==> src/rtl/dbg_run_ctrl.sv <==
// Multi-hart debug run control: halt/resume/step FSM and glitch-free clock gate per hart.
// Optional cycle-count breakpoint is compiled in when DBG_BREAK_EN is defined.
module dbg_run_ctrl #(
    parameter int NUM_HARTS = 2,
    parameter int STEP_W    = 4,
    parameter int CNT_W     = 16
) (
    input  logic                 sys_clk,
    input  logic                 dbg_rst,
    input  logic [NUM_HARTS-1:0] hart_sel,
    input  logic                 halt_req,
    input  logic                 resume_req,
    input  logic                 step_req,
    input  logic [STEP_W-1:0]    step_count,
    input  logic [NUM_HARTS-1:0] ext_halt,
`ifdef DBG_BREAK_EN
    input  logic                 break_arm,
    input  logic [CNT_W-1:0]     break_cycles,
`endif
    output logic [NUM_HARTS-1:0] dbg_clk,
    output logic [NUM_HARTS-1:0] halted,
    output logic [NUM_HARTS-1:0] stepping
);

    localparam logic [1:0] ST_RUN  = 2'b00;
    localparam logic [1:0] ST_HALT = 2'b01;
    localparam logic [1:0] ST_STEP = 2'b10;

    logic [NUM_HARTS-1:0] sel_halt;
    logic [NUM_HARTS-1:0] sel_resume;
    logic [NUM_HARTS-1:0] sel_step;
    logic [STEP_W-1:0]    step_load;

    assign sel_halt   = hart_sel & {NUM_HARTS{halt_req}};
    assign sel_resume = hart_sel & {NUM_HARTS{resume_req}};
    assign sel_step   = hart_sel & {NUM_HARTS{step_req}};

    // A zero step count still advances the hart by one cycle
    assign step_load = (step_count == '0) ? STEP_W'(1) : step_count;

`ifdef DBG_BREAK_EN
    logic [NUM_HARTS-1:0] sel_arm;
    logic [CNT_W-1:0]     brk_last;

    assign sel_arm  = hart_sel & {NUM_HARTS{break_arm}};
    // Last counted cycle before the break fires; zero behaves like one
    assign brk_last = (break_cycles == '0) ? '0
                                           : break_cycles - CNT_W'(1);
`else
    logic [CNT_W-1:0] brk_unused;
    assign brk_unused = '0;
`endif

    for (genvar h = 0; h < NUM_HARTS; h++) begin : g_hart
        logic [1:0]        state;
        logic              clk_en;
        logic [STEP_W-1:0] rem;
        logic              gate;
        logic              brk_hit;
        logic              stop;

`ifdef DBG_BREAK_EN
        logic             armed;
        logic [CNT_W-1:0] cnt;

        assign brk_hit = armed && (state == ST_RUN) && (cnt == brk_last);

        // Breakpoint counter: runs only while armed and the hart is free-running
        always_ff @(posedge sys_clk or negedge dbg_rst) begin
            if (!dbg_rst) begin
                armed <= 1'b0;
                cnt   <= '0;
            end else if (sel_arm[h]) begin
                armed <= 1'b1;
                cnt   <= '0;
            end else if (brk_hit) begin
                armed <= 1'b0;
            end else if (armed && (state == ST_RUN)) begin
                cnt <= cnt + CNT_W'(1);
            end
        end
`else
        assign brk_hit = 1'b0;
`endif

        // Any halt source that can stop a running or stepping hart
        assign stop = sel_halt[h] | ext_halt[h] | brk_hit;

        // Run-control FSM; halt outranks resume, resume outranks step
        always_ff @(posedge sys_clk or negedge dbg_rst) begin
            if (!dbg_rst) begin
                state  <= ST_RUN;
                clk_en <= 1'b1;
                rem    <= '0;
            end else begin
                unique case (state)
                    ST_RUN: begin
                        if (stop) begin
                            state  <= ST_HALT;
                            clk_en <= 1'b0;
                        end
                    end
                    ST_HALT: begin
                        if (sel_halt[h]) begin
                            clk_en <= 1'b0;
                        end else if (sel_resume[h]) begin
                            state  <= ST_RUN;
                            clk_en <= 1'b1;
                        end else if (sel_step[h]) begin
                            state  <= ST_STEP;
                            clk_en <= 1'b1;
                            rem    <= step_load;
                        end
                    end
                    ST_STEP: begin
                        if (stop) begin
                            state  <= ST_HALT;
                            clk_en <= 1'b0;
                            rem    <= '0;
                        end else if (sel_resume[h]) begin
                            state  <= ST_RUN;
                            clk_en <= 1'b1;
                            rem    <= '0;
                        end else if (rem == STEP_W'(1)) begin
                            state  <= ST_HALT;
                            clk_en <= 1'b0;
                            rem    <= '0;
                        end else begin
                            rem <= rem - STEP_W'(1);
                        end
                    end
                    default: begin
                        state  <= ST_HALT;
                        clk_en <= 1'b0;
                        rem    <= '0;
                    end
                endcase
            end
        end

        // Gate enable moves only while sys_clk is low, so no runt pulses
        always_ff @(negedge sys_clk or negedge dbg_rst) begin
            if (!dbg_rst) begin
                gate <= 1'b1;
            end else begin
                gate <= clk_en;
            end
        end

        assign dbg_clk[h]  = sys_clk & gate;
        assign halted[h]   = (state == ST_HALT);
        assign stepping[h] = (state == ST_STEP);
    end

endmodule

==> config.mk <==
export PLATFORM = sky130hd
export DESIGN_NAME = dbg_run_ctrl
export DESIGN_NICKNAME = d
export VERILOG_FILES = /design/src/rtl/dbg_run_ctrl.sv
export SDC_FILE = /design/constraint.sdc
export NUM_CORES = 1
export LEC_CHECK = 0
export CELL_PAD_IN_SITES_DETAIL_PLACEMENT = 0
export CELL_PAD_IN_SITES_GLOBAL_PLACEMENT = 1
export CORE_UTILIZATION = 41
export CTS_CLUSTER_DIAMETER = 150
export DETAILED_ROUTE_END_ITERATION = 7
export GPL_TIMING_DRIVEN = 0
export PLACE_DENSITY = 0.78
export SLEW_MARGIN = 40
export SYNTH_ARGS = -nofsm -noshare
export SYNTH_HDL_FRONTEND = slang
export SYNTH_SLANG_ARGS = --single-unit
==> constraint.sdc <==
create_clock -name sys_clk -period 2.3 [get_ports sys_clk]
set_input_delay 0.575 -clock sys_clk [delete_from_list [all_inputs] [get_ports sys_clk]]
set_output_delay 0.575 -clock sys_clk [all_outputs]
set_load 0.05 [all_outputs]
==> flow_summary.toml <==
[logic_synthesis]
synthFlopType = "dfrtp_1"
synth_most_common_cell = "inv_1"
ys_top_cells_by_area = "dfrtp_1 22%, ha_1 9.3%, dfstp_2 7.8%"
synth_top_area_share_pct = 22.3
avgSynthCellArea_sq_um = 9.16
yosysUniqueCellTypes = 50
ys_ff_latch = 16
synth_nets = 170
syn_inst = 147
yosys_warnings = 0
yosysTopAreaCell = "dfrtp_1"
synth-async-reset-ratio_pct = 100
synthTopCellsByCount = "16 x inv_1, 12 x dfrtp_1, 11 x nand2_1, 10 x ha_1"
syn_area_sq_um = 1350
ys_seq_area_share_pct = 30.1
synth_edf_count = 0

[power_and_ir_drop]
p_per_area_nw_per_um2 = 1310
p_leak_nw = 0.684
ir_worst_vdd_v = 0.000969

[grt]
grt_overflow = 0
grt_max_degree = 17
grt_pass1_wl_mm = 5.49
grt_pass1_vias = 1279
grt_usage_pct = 21.4
antenna_found_initial = 0

[detailed_routing]
avgRoutedWirePerCell_um = 14.6
first_pass_iters = 4
totalWireLength_mm = 3.17
remaining_drc_errors = 0
first_iter_violations = 55
ant_nets = 0
vias_per_cell = 5.51
via_count = 1196

[cells_and_area]
fin_cells = 217
nNetsFinal = 197
finish.utilization_pct = 53.0
diodes = 0
area_growth_pct = 21.1
drive_above_1_share_pct = 21.4

[critical_path]
required_ps = 1730
worstReg2RegEnd = "g_hart[1].state[0]"
crit_fanout = 1
critPathArrivalTime_ps = 2400
startpoint = "g_hart[0].gate"
end_kind = "primary output"
crit_end = "dbg_clk[0]"
worst_setup_path_start_kind = "flip-flop"
path_class = "flip-flop to primary output"
reg2reg_setup_slack_ps = 530
r2r_start = "g_hart[1].state[0]"
reg2reg_depth = 6

[floorplan]
core_area_sq_um = 3080
rows = 20
die_height_um = 59.3
dieArea_sq_um = 3520
pin_count = 19
start_util_pct = 43.7
chipWidth_um = 59.3

[sta]
finalHoldViolCount = 0
whs_ps = 68.3
worst_pin_slew_ps = 490
rsz0062_at_grt = "yes"
finalMaxSlewViolations = 0
slew_headroom_pct = 67.3
setup_viol = 4
skew_ps = 70.2
fin_ws_ps = -673

[place]
portBuffers = 17
dp.cells = 208
hpwl_mm = 2.37
gp_congestion = 0.819

[clocking]
clk_latency_ps = 470
clk_pin_slew_ps = 110
tritoncts = "built"
cts_setup_buffers = 0

[outcome]
status = "finished with violations"
violations = "setup timing"

[flow_run]
max-cap-violations = 0

[hold_path]
hp-class = "primary input to asynchronous set/reset pin"
## worst min path at each step
stage,cells after the start,startpoint,slack (ps),end
floorplan,0,dbg_rst,280,g_hart[0].rem[0]
global placement,2,g_hart[0].clk_en,470,g_hart[0].clk_en
detailed placement,2,g_hart[0].clk_en,480,g_hart[0].clk_en
CTS,2,g_hart[0].clk_en,490,g_hart[0].clk_en
global route,1,dbg_rst,90,g_hart[0].rem[3]
finish,1,dbg_rst,70,g_hart[1].rem[0]
## cells by family after synthesis
group / synth area share (%)
AOI/OAI and AO/OA: 29.1
DFF: 30.1
and+or+nand+nor: 21.3
muxes: 3.81
buffers and inverters: 6.41
adders and majority gates: 9.29
## layout by cell type (no fill, tap or decap), types with 6 or more instances in the layout
cell type | Yosys | final
ha_1 | 10 | 10
nor3_1 | 6 | 6
o21ai_1 | 6 | 6
o21ai_0 | 6 | 6
nand2_1 | 11 | 11
clkbuf_4 | 0 | 7
clkdlybuf4s50_1 | 0 | 10
dfrtp_1 | 12 | 12
inv_1 | 16 | 17
## final cells by class
cell class / instances / area, sq um
repair buffers: 15 / 133
inverters: 15 / 56.3
plain buffers: 4 / 26.3
multi-input cells: 111 / 860
flip-flops and latches: 16 / 405
clock buffers: 9 / 82.6
well taps: 44 / 55.1
fillers: 311 / 1450
clock inverters: 3 / 12.5
## state kept, by name, indices dropped and copies added, names as in the netlist
| signal | flops |
|---|---|
| g_hart.clk_en | 2 |
| g_hart.gate | 2 |
| g_hart.rem | 8 |
| g_hart.state | 4 |
## power by group
group | total, mW | leakage [nW] | switching (mW) | internal, mW
Clock | 0.401 | 0.0663 | 0.205 | 0.196
Sequential | 0.469 | 0.200 | 0.0747 | 0.394
Combinational | 1.26 | 0.418 | 0.738 | 0.523
Total | 2.13 | 0.684 | 1.02 | 1.11
## stage by stage
stage | area [sq um] | worst slack (ps) | TNS (ps) | power, mW
2_1_floorplan | 1350 | -134 | -268 | 1.55
3_3_place_gp | 1580 | -815 | -2350 | 1.84
3_5_place_dp | 1580 | -821 | -2360 | 1.86
4_1_cts | 1640 | -685 | -1370 | 2.16
5_1_grt | 1630 | -721 | -1430 | 2.32
6_report | 1630 | -673 | -1340 | 2.13
## timing repair
item	CTS	global route
setup endpoints to repair	8	6
hold buffers	0	0
resized for setup	20	4
endpoints found under the hold margin	0	0
## worst max-delay path, stage by stage, from the launching register on
cell     delay, ps
dfstp_2        510
and2_4         130
buf_8          130
## per-layer routing
metal  up-vias  GRT usage (%)  share of wire, %
li1        591              -                 -
met1       577           28.0                51
met2        20           31.3                45
met3         8           5.24               2.8
met4         0           13.6               1.9
met5         -              0                 0
(Power assumes the default switching activity.)
